### config.mk
export PLATFORM = sky130hd
export DESIGN_NAME = hand_datapath_flat
export DESIGN_NICKNAME = d
export VERILOG_FILES = /design/src/rtl/hand_datapath_if.sv /design/src/rtl/hand_datapath.sv /design/src/flat_wrapper.sv
export SDC_FILE = /design/constraint.sdc
export NUM_CORES = 1
export LEC_CHECK = 0
export ABC_CLOCK_PERIOD_IN_PS = 5000
export CAP_MARGIN = 20
export CORE_MARGIN = 3
export CORE_UTILIZATION = 30
export CTS_BUF_LIST = sky130_fd_sc_hd__clkbuf_2
export DETAILED_ROUTE_END_ITERATION = 10
export GPL_TIMING_DRIVEN = 0
export SLEW_MARGIN = 10
export SYNTH_ARGS = -nofsm -noshare
export SYNTH_HDL_FRONTEND = slang
export SYNTH_SLANG_ARGS = --single-unit
### constraint.sdc
create_clock -name slow_clock -period 5 [get_ports slow_clock]
set_input_delay 1 -clock slow_clock [delete_from_list [all_inputs] [get_ports slow_clock]]
set_output_delay 1 -clock slow_clock [all_outputs]
set_load 0.01 [all_outputs]
### src/rtl/hand_datapath_if.sv
// ---------------------------------------------------------------------------
// hand_datapath_if
//   Card-load and hand-readout bus between the baccarat dealing controller
//   (master) and the hand datapath (slave). The master presents a card code
//   and one load strobe per card; the slave returns the registered cards, the
//   two hand scores, the dealt count and the sticky order-violation flag.
// ---------------------------------------------------------------------------
interface hand_datapath_if;

  // Controller -> datapath
  logic [3:0] new_card;
  logic       load_pcard1;
  logic       load_pcard2;
  logic       load_pcard3;
  logic       load_dcard1;
  logic       load_dcard2;
  logic       load_dcard3;

  // Datapath -> controller / display
  logic [3:0] pcard1_out;
  logic [3:0] pcard2_out;
  logic [3:0] pcard3_out;
  logic [3:0] dcard1_out;
  logic [3:0] dcard2_out;
  logic [3:0] dcard3_out;
  logic [3:0] pcard3;
  logic [3:0] pscore;
  logic [3:0] dscore;
  logic [2:0] cards_dealt;
  logic       protocol_err;

  modport master (
    output new_card,
    output load_pcard1, load_pcard2, load_pcard3,
    output load_dcard1, load_dcard2, load_dcard3,
    input  pcard1_out, pcard2_out, pcard3_out,
    input  dcard1_out, dcard2_out, dcard3_out,
    input  pcard3, pscore, dscore, cards_dealt, protocol_err
  );

  modport slave (
    input  new_card,
    input  load_pcard1, load_pcard2, load_pcard3,
    input  load_dcard1, load_dcard2, load_dcard3,
    output pcard1_out, pcard2_out, pcard3_out,
    output dcard1_out, dcard2_out, dcard3_out,
    output pcard3, pscore, dscore, cards_dealt, protocol_err
  );

endinterface : hand_datapath_if

### src/rtl/hand_datapath.sv
// ---------------------------------------------------------------------------
// hand_datapath
//   Holds the six cards of one baccarat hand (player 1-3, dealer 1-3),
//   enforces the dealing order P1, D1, P2, D2, then P3 followed by D3 or
//   D3 alone, and reports the two hand scores (sum of card values mod 10).
//   Any out-of-order or multiple load is refused and latches protocol_err
//   until reset; legal loads keep being accepted afterwards.
//
//   Optional build macro HAND_INTERNAL_DEALER_EN: cards are taken from an
//   internal free-running 1..CARD_MAX counter instead of new_card.
//
//   Reset: resetb, synchronous, active-low, on slow_clock rising edge.
// ---------------------------------------------------------------------------
module hand_datapath #(
  parameter int CARD_MAX = 13
) (
  input  logic            slow_clock,
  input  logic            resetb,
  hand_datapath_if.slave  bus
);

  // Highest legal card code at the register width.
  localparam logic [3:0] CARD_MAX_C = 4'(CARD_MAX);

  // Slot indices into the load vector and card register file.
  localparam int SLOT_P1 = 0;
  localparam int SLOT_P2 = 1;
  localparam int SLOT_P3 = 2;
  localparam int SLOT_D1 = 3;
  localparam int SLOT_D2 = 4;
  localparam int SLOT_D3 = 5;

  // One state per expected load; DONE refuses everything until reset.
  typedef enum logic [2:0] {
    EXP_P1,
    EXP_D1,
    EXP_P2,
    EXP_D2,
    EXP_THIRD,
    EXP_D3,
    DONE
  } state_e;

  state_e     state_q, state_d;
  logic [3:0] card_q [6];
  logic [2:0] dealt_q;
  logic       err_q;

  logic [5:0] load_vec;
  logic [5:0] allowed;
  logic       one_hot;
  logic       accept;
  logic       violation;
  logic [3:0] capture_card;

  // Gather the six strobes into one vector ordered by slot index.
  assign load_vec = {bus.load_dcard3, bus.load_dcard2, bus.load_dcard1,
                     bus.load_pcard3, bus.load_pcard2, bus.load_pcard1};

  // Exactly one strobe high: non-zero and a power of two.
  assign one_hot = (load_vec != 6'd0) &&
                   ((load_vec & (load_vec - 6'd1)) == 6'd0);

  // ---------------------------------------------------------------------
  // Card source
  // ---------------------------------------------------------------------
`ifdef HAND_INTERNAL_DEALER_EN
  logic [3:0] deal_ctr_q;

  // Free-running dealer counter cycling 1..CARD_MAX, advancing every edge.
  always_ff @(posedge slow_clock) begin
    if (!resetb) begin
      deal_ctr_q <= 4'd1;
    end else if (deal_ctr_q >= CARD_MAX_C) begin
      deal_ctr_q <= 4'd1;
    end else begin
      deal_ctr_q <= deal_ctr_q + 4'd1;
    end
  end

  assign capture_card = deal_ctr_q;
`else
  assign capture_card = bus.new_card;
`endif

  // ---------------------------------------------------------------------
  // Order FSM
  // ---------------------------------------------------------------------

  // State register.
  // NOTE: sequential state uses non-blocking (<=) so every register samples
  // pre-edge values regardless of statement order.
  always_ff @(posedge slow_clock) begin
    if (!resetb) begin
      state_q <= EXP_P1;
    end else begin
      state_q <= state_d;
    end
  end

  // Legal-load mask, accept/violation decode and next state.
  // NOTE: every output of this block is given a default first so no path
  // leaves a variable unassigned, which would infer a latch.
  always_comb begin
    state_d   = state_q;
    allowed   = 6'd0;
    accept    = 1'b0;
    violation = 1'b0;

    case (state_q)
      EXP_P1:    allowed[SLOT_P1] = 1'b1;
      EXP_D1:    allowed[SLOT_D1] = 1'b1;
      EXP_P2:    allowed[SLOT_P2] = 1'b1;
      EXP_D2:    allowed[SLOT_D2] = 1'b1;
      EXP_THIRD: begin
        allowed[SLOT_P3] = 1'b1;
        allowed[SLOT_D3] = 1'b1;
      end
      EXP_D3:    allowed[SLOT_D3] = 1'b1;
      default:   allowed = 6'd0;
    endcase

    accept    = one_hot && ((load_vec & ~allowed) == 6'd0);
    violation = (load_vec != 6'd0) && !accept;

    if (accept) begin
      case (state_q)
        EXP_P1:    state_d = EXP_D1;
        EXP_D1:    state_d = EXP_P2;
        EXP_P2:    state_d = EXP_D2;
        EXP_D2:    state_d = EXP_THIRD;
        // Player draws a third card, or stands and the dealer draws.
        EXP_THIRD: state_d = load_vec[SLOT_P3] ? EXP_D3 : DONE;
        EXP_D3:    state_d = DONE;
        default:   state_d = state_q;
      endcase
    end
  end

  // ---------------------------------------------------------------------
  // Hand registers, dealt count and sticky error flag
  // ---------------------------------------------------------------------

  // Capture the card into the strobed slot on an accepted load.
  // NOTE: the six card registers are reset explicitly because 0 means
  // "empty" to both the display and the scorer; this is a register file,
  // not a RAM, so resetting it costs only flop reset pins.
  always_ff @(posedge slow_clock) begin
    if (!resetb) begin
      for (int i = 0; i < 6; i++) begin
        card_q[i] <= 4'd0;
      end
      dealt_q <= 3'd0;
      err_q   <= 1'b0;
    end else begin
      if (accept) begin
        for (int i = 0; i < 6; i++) begin
          if (load_vec[i]) begin
            card_q[i] <= capture_card;
          end
        end
        dealt_q <= dealt_q + 3'd1;
      end
      if (violation) begin
        err_q <= 1'b1;
      end
    end
  end

  // ---------------------------------------------------------------------
  // Scoring (combinational from the registered cards only)
  // ---------------------------------------------------------------------

  // Baccarat value: 1..9 count at face value, court cards and any
  // illegal code (0 or above CARD_MAX) count as 0.
  function automatic logic [3:0] card_value(input logic [3:0] code);
    if ((code >= 4'd1) && (code <= 4'd9) && (code <= CARD_MAX_C)) begin
      return code;
    end
    return 4'd0;
  endfunction

  // Reduce a three-card sum (0..27) modulo 10.
  function automatic logic [3:0] mod10(input logic [4:0] sum);
    logic [4:0] r;
    if (sum >= 5'd20) begin
      r = sum - 5'd20;
    end else if (sum >= 5'd10) begin
      r = sum - 5'd10;
    end else begin
      r = sum;
    end
    return r[3:0];
  endfunction

  logic [4:0] psum;
  logic [4:0] dsum;

  // Five-bit hand sums; empty slots are 0 and contribute nothing.
  always_comb begin
    psum = {1'b0, card_value(card_q[SLOT_P1])}
         + {1'b0, card_value(card_q[SLOT_P2])}
         + {1'b0, card_value(card_q[SLOT_P3])};
    dsum = {1'b0, card_value(card_q[SLOT_D1])}
         + {1'b0, card_value(card_q[SLOT_D2])}
         + {1'b0, card_value(card_q[SLOT_D3])};
  end

  // ---------------------------------------------------------------------
  // Outputs
  // ---------------------------------------------------------------------
  assign bus.pcard1_out   = card_q[SLOT_P1];
  assign bus.pcard2_out   = card_q[SLOT_P2];
  assign bus.pcard3_out   = card_q[SLOT_P3];
  assign bus.dcard1_out   = card_q[SLOT_D1];
  assign bus.dcard2_out   = card_q[SLOT_D2];
  assign bus.dcard3_out   = card_q[SLOT_D3];
  assign bus.pcard3       = card_q[SLOT_P3];
  assign bus.pscore       = mod10(psum);
  assign bus.dscore       = mod10(dsum);
  assign bus.cards_dealt  = dealt_q;
  assign bus.protocol_err = err_q;

endmodule : hand_datapath

### src/flat_wrapper.sv
// flat-port wrapper written by rule: the top's interface ports become plain ports
module hand_datapath_flat 
#(
  parameter int CARD_MAX = 13
)
  (slow_clock, resetb, bus_new_card, bus_load_pcard1, bus_load_pcard2, bus_load_pcard3, bus_load_dcard1, bus_load_dcard2, bus_load_dcard3, bus_pcard1_out, bus_pcard2_out, bus_pcard3_out, bus_dcard1_out, bus_dcard2_out, bus_dcard3_out, bus_pcard3, bus_pscore, bus_dscore, bus_cards_dealt, bus_protocol_err);
  hand_datapath_if bus_i ();
  input  logic slow_clock;
  input  logic resetb;
  input wire logic [$bits(bus_i.new_card)-1:0] bus_new_card;
  input wire logic [$bits(bus_i.load_pcard1)-1:0] bus_load_pcard1;
  input wire logic [$bits(bus_i.load_pcard2)-1:0] bus_load_pcard2;
  input wire logic [$bits(bus_i.load_pcard3)-1:0] bus_load_pcard3;
  input wire logic [$bits(bus_i.load_dcard1)-1:0] bus_load_dcard1;
  input wire logic [$bits(bus_i.load_dcard2)-1:0] bus_load_dcard2;
  input wire logic [$bits(bus_i.load_dcard3)-1:0] bus_load_dcard3;
  output wire logic [$bits(bus_i.pcard1_out)-1:0] bus_pcard1_out;
  output wire logic [$bits(bus_i.pcard2_out)-1:0] bus_pcard2_out;
  output wire logic [$bits(bus_i.pcard3_out)-1:0] bus_pcard3_out;
  output wire logic [$bits(bus_i.dcard1_out)-1:0] bus_dcard1_out;
  output wire logic [$bits(bus_i.dcard2_out)-1:0] bus_dcard2_out;
  output wire logic [$bits(bus_i.dcard3_out)-1:0] bus_dcard3_out;
  output wire logic [$bits(bus_i.pcard3)-1:0] bus_pcard3;
  output wire logic [$bits(bus_i.pscore)-1:0] bus_pscore;
  output wire logic [$bits(bus_i.dscore)-1:0] bus_dscore;
  output wire logic [$bits(bus_i.cards_dealt)-1:0] bus_cards_dealt;
  output wire logic [$bits(bus_i.protocol_err)-1:0] bus_protocol_err;
  assign bus_i.new_card = bus_new_card;
  assign bus_i.load_pcard1 = bus_load_pcard1;
  assign bus_i.load_pcard2 = bus_load_pcard2;
  assign bus_i.load_pcard3 = bus_load_pcard3;
  assign bus_i.load_dcard1 = bus_load_dcard1;
  assign bus_i.load_dcard2 = bus_load_dcard2;
  assign bus_i.load_dcard3 = bus_load_dcard3;
  assign bus_pcard1_out = bus_i.pcard1_out;
  assign bus_pcard2_out = bus_i.pcard2_out;
  assign bus_pcard3_out = bus_i.pcard3_out;
  assign bus_dcard1_out = bus_i.dcard1_out;
  assign bus_dcard2_out = bus_i.dcard2_out;
  assign bus_dcard3_out = bus_i.dcard3_out;
  assign bus_pcard3 = bus_i.pcard3;
  assign bus_pscore = bus_i.pscore;
  assign bus_dscore = bus_i.dscore;
  assign bus_cards_dealt = bus_i.cards_dealt;
  assign bus_protocol_err = bus_i.protocol_err;
  hand_datapath #(.CARD_MAX(CARD_MAX)) u_core (.slow_clock(slow_clock), .resetb(resetb), .bus(bus_i));
endmodule
# --- Yosys cells after proc, flatten, opt, wreduce, memory -nomap -nowiden ---
# Memories as Yosys holds them, arrays and structs flattened.
# Cells that the tools add are included.
word_totals:
  register_bits: 7
  latchBits: 0
  mem_bits_rw: 24
  mem_bits_ro: 0
  input_bits: 12
  mem_count: 1
mem_list:
  columns: ["memory", "words", "width", "read_ports", "rd_ports_with_merged_regs", "write_ports", "line_no", "source"]
  rows:
  - ["u_core.card_q", 6, 4, 6, 0, 6, "hand_datapath.sv:45", "logic [3:0] card_q [6];"]
op_classes:
  add_sub_neg: 10
  n_mul: 0
  div: 0
  order_cmp: 22
  n_eq_ne: 5
  shift: 0
  n_mux: 61
  n_bitwise: 9
  n_reduce_logical: 23
ops:
  columns: ["cell", "count"]
  rows:
  - ["2-to-1 mux 4 bit", 22]
  - ["<= comparator 4 bit (second input constant)", 12]
  - ["2-to-1 mux 1 bit", 37]
  - ["greater-or-equal comparator 4 x 1 -> 1 bit (second input constant)", 6]
  - ["case mux 3 bit (6 select lines)", 1]
  - ["logical AND 1 bit", 15]
  - ["bitwise AND 6 bit", 2]
  - ["logical NOT 6 bit", 2]
  - ["nonzero test 6 bit", 2]
  - ["adder 4 x 4 -> 5 bit", 2]
  - ["adder 5 x 4 -> 5 bit", 2]
  - ["greater-or-equal comparator 5 x 4 -> 1 bit (second input constant)", 2]
  - ["greater-or-equal comparator 5 bit (second input constant)", 2]
  - ["subtractor 4 x 3 -> 4 bit (second input constant)", 2]
  - ["subtractor 4 bit (second input constant)", 2]
  - ["== test 3 x 2 -> 1 bit (second input constant)", 2]
  - ["== test 3 bit (second input constant)", 2]
  - ["NOT 6 bit", 1]
  - ["OR 1 bit", 6]
  - ["subtractor 6 x 1 -> 6 bit (second input constant)", 1]
  - ["adder 3 x 1 -> 3 bit (second input constant)", 1]
  - ["== test 3 x 1 -> 1 bit (second input constant)", 1]
  - ["logical NOT 3 bit", 1]
  - ["2-to-1 mux 2 bit", 1]
  - ["other kinds (3)", 3]

# --- Logic depth before layout (Yosys ltp) ---
depth:
  depth_word: 11
  ltp_mapped: 13
  ltp_nobuf: 13

# --- Least setup slack after synthesis ---
# No wires, ideal clock.
synth_path:
  kind: "flip-flop to output port"
  start: "memory u_core.card_q[2][3] (netlist: u_core.card_q[0][11])"
  end: "output port bus_pscore[2]"
  arrival_ps: 3177
  required_time_ps: 4000
  slack_ps: 823
  stages_incl_launch_ff: 14
  path_buffers: 0
  cell_sequence: "edfxtp_1 -> nand2b_1 -> fa_1 -> inv_1 -> ha_1 -> fa_1 -> xnor2_1 -> inv_1 -> ha_1 -> and3b_1 -> o21bai_1 -> nor2b_1 -> o21a_1 -> a31oi_1"
synth_rtl:
  columns: ["item", "line_no", "source"]
  rows:
  - ["start, declared", "hand_datapath.sv:45", null]
  - ["end, declared", "flat_wrapper.sv:24", "output wire logic [$bits(bus_i.pscore)-1:0] bus_pscore;"]

==> results.py <==
metrics = {
    "status": {
        "status": "complete, no violations",
    },
    "synth": {
        "yosysSeqAreaShare_pct": 36.93,
        "avgSynthCellArea_sq_um": 10.13,
        "yosysUniqueCellTypes": 48,
        "ys_warn_count": 0,
        "synth-seq-cells": 31,
        "syn-num-nets": 265,
        "synth_cells": 230,
        "async_flop_share_pct": 0,
        "synth-edff-count": 24,
        "synth_area_sq_mm": 0.002331,
        "synthFlopType": "edfxtp_1",
    },
    "cells_and_area": {
        "area_growth_pct": 33.28,
        "final_cell_area_sq_mm": 0.003107,
        "diodes": 0,
        "n_fill_cell": 732,
        "nNetsFinal": 332,
        "multi_input_area_sq_mm": 0.001406,
        "drive_gt1_share_pct": 12.75,
        "regArea_sq_um": 860.8,
    },
    "timing": {
        "period_minus_slack_ns": 4.744,
        "slew_viol_final": 0,
        "post-route-period-util_pct": 94.89,
        "max-slew-margin-rel_pct": 59.92,
        "setup_viol": 0,
        "holdWs_ns": 0.4830,
        "tightestPinTransition_ns": 0.5960,
        "tns_ns": 0,
        "timing.final.hold_violations": 0,
        "finClkSkew_ns": 0.01248,
        "fmax_mhz": 210.8,
    },
    "global_routing": {
        "grt_pass1_wl_microns": 8231,
        "antenna_found_initial": 0,
        "grt-ovfl-total": 0,
        "grt_use_total_pct": 11.60,
        "grt_pass1_vias": 1755,
        "grt_max_degree": 11,
    },
    "route": {
        "firstDrtPassIters": 4,
        "num_vias": 1895,
        "drt_iter0_markers": 55,
        "routed_wl_microns": 5077,
        "ant_nets": 0,
        "via_per_inst": 4.773,
        "drc": 0,
        "wl_per_cell_microns": 12.79,
    },
    "placement": {
        "dpl.hpwl_microns": 4147,
        "gp_congestion": 0.8652,
        "placed_area_sq_mm": 0.002965,
        "portBuffers": 51,
    },
    "clock_network": {
        "cts_buffer_depth": 2,
        "ctsHoldBuffers": 0,
        "cts_buffers": 5,
        "cts_sinks": 31,
        "h-tree-depth": 2,
        "clk_pin_slew_ns": 0.15,
        "cts_tree": "built",
        "clock-root-buffer": "clkbuf_2",
        "clk_latency_ns": 0.35,
    },
    "floorplan": {
        "die_x_microns": 94.15,
        "die_area_sq_mm": 0.008863,
        "core_sq_mm": 0.007408,
        "initial_utilization_pct": 31.46,
        "die_h_microns": 94.15,
        "rows": 31,
        "io_pins": 52,
    },
    "worst_setup_path": {
        "critical_path_class": "reg -> out",
        "worstPathArrival_ns": 3.74,
        "critPathLaunchType": "flip-flop",
        "cp.required_ns": 4.00,
        "critPathCaptureType": "output port",
        "crit_fanout": 5,
    },
    "min_path": {
        "hold_class": "reg -> reg",
    },
    "pwr": {
        "p_leak_nw": 1.376,
        "power.density_mw_per_mm2": 185.5,
        "ir_drop_uv": 103.3,
    },
    "run": {
        "cap_viol_max_count": 0,
    },
}
[registers in the layout (all words and copies together), names as in the netlist]
signal	count
u_core.bus.cards_dealt	3
u_core.bus.protocol_err	1
u_core.card_q	24
u_core.state_q	3
[cell usage in the layout, fill, tap and decap left out, drive strengths merged, types with 2 or more instances in the layout]
| master | netlist | routed |
|---|---|---|
| dfxtp | 7 | 7 |
| o21ai | 17 | 17 |
| and2 | 11 | 11 |
| mux2i | 2 | 2 |
| ha | 13 | 13 |
| fa | 10 | 10 |
| clkdlybuf4s50 | 0 | 47 |
| o21bai | 3 | 3 |
| o21a | 5 | 5 |
| nor2b | 10 | 10 |
| edfxtp | 24 | 24 |
| mux2 | 3 | 3 |
| clkbuf | 3 | 11 |
| dlymetal6s2s | 0 | 2 |
| buf | 5 | 14 |
| nor4 | 2 | 2 |
| dlygate4sd2 | 0 | 2 |
| o22a | 2 | 2 |
| nor2 | 10 | 10 |
| a311oi | 2 | 2 |
| nand2b | 8 | 8 |
| inv | 12 | 12 |
| or3b | 2 | 2 |
| o31ai | 3 | 3 |
| a21oi | 8 | 8 |
| a21o | 7 | 7 |
| and3 | 26 | 26 |
| nand2 | 7 | 7 |
| or3 | 2 | 2 |
| nor3b | 7 | 7 |
| xnor2 | 3 | 3 |
[cell usage after synthesis, drive strengths merged (5+ instances only)]
cell type  number  share of area (%)
and3           26                7.0
edfxtp         24                 31
o21ai          17                3.6
ha             13                7.0
inv            12                1.9
and2           11                3.0
fa             10                8.6
nor2           10                1.7
nor2b          10                2.7
a21oi           8                1.9
nand2b          8                2.1
a21o            7                2.3
dfxtp           7                6.0
nand2           7                1.1
nor3b           7                2.3
buf             5                1.5
o21a            5                1.6
[cell type report]
cell class	instances	share of cell area [%]
Multi-Input combinational cell	178	45.27
Timing Repair Buffer	60	18.69
Tap cell	99	3.987
Clock buffer	8	1.289
Buffer	8	1.490
Sequential cell	31	27.71
Inverter	13	1.571
[critical path: stages (launching register included)]
cell             delay, ns
edfxtp_1              0.45
nand2b_1              0.20
fa_1                  0.54
inv_1                 0.04
ha_1                  0.21
fa_2                  0.58
ha_1                  0.15
nor2b_2               0.15
o31ai_1               0.07
mux2_2                0.32
nand2_1               0.07
o22a_1                0.11
clkdlybuf4s50_1       0.52
[metrics by stage]
stage / std cells / setup slack [ns] / util (%) / total power, W
floorplan: 230 / 0.8234 / - / 0.0003884
global placement: 380 / 0.2030 / 40.03 / 0.0004558
detailed placement: 380 / 0.1486 / 40.03 / 0.0004588
CTS: 389 / 0.04092 / 40.84 / 0.0005755
global route: 397 / -0.005073 / 41.94 / 0.0006157
finish: 397 / 0.2555 / 41.94 / 0.0005764
[cells by family (layout without fill, tap and decap cells)]
kind of cell	Yosys count	in the layout	share of synthesized area, %
DFF	31	31	36.93
muxes	5	5	2.308
buffers and inverters	21	89	4.079
adders and majority gates	23	23	15.57
and+or+nand+nor	91	91	23.56
AOI/OAI and AO/OA	55	55	16.05
xor gates and xnor gates	4	4	1.503
[where the power goes]
part / switching, W / internal, W
registers: 0.00000551 / 0.000283
clock network: 0.0000764 / 0.0000413
logic: 0.0000832 / 0.0000873
total: 0.000165 / 0.000411
[routing by layer]
| layer | up-vias | track usage (%) | part of all wire [%] |
|---|---|---|---|
| met3 | 7 | 2.804 | 5.0 |
| met4 | 0 | 3.369 | 1.4 |
| met1 | 871 | 15.03 | 48 |
| li1 | 975 | - | - |
| met2 | 42 | 19.15 | 46 |
| met5 | - | 0 | 0 |
[worst paths after layout]
check	from	end	slack (ns)	depth (start not counted)
max	u_core.card_q[0][11]$_SDFFCE_PN0P_	bus_pscore[3]	0.26	12
min	u_core.bus.protocol_err$_SDFFE_PN0P_	u_core.bus.protocol_err$_SDFFE_PN0P_	0.48	2
max reg2reg	u_core.state_q[1]$_SDFFE_PN0P_	u_core.card_q[0][19]$_SDFFCE_PN0P_	2.57	6
min reg2reg	u_core.bus.protocol_err$_SDFFE_PN0P_	u_core.bus.protocol_err$_SDFFE_PN0P_	0.48	2
[timing repair]
item | 4_1_cts | 5_1_grt
gates resized for setup | 5 | 8
setup endpoints to repair | 4 | 5
buffers inserted | 1 | 8
pin swaps | 0 | 1
(Power assumes the default switching activity.)
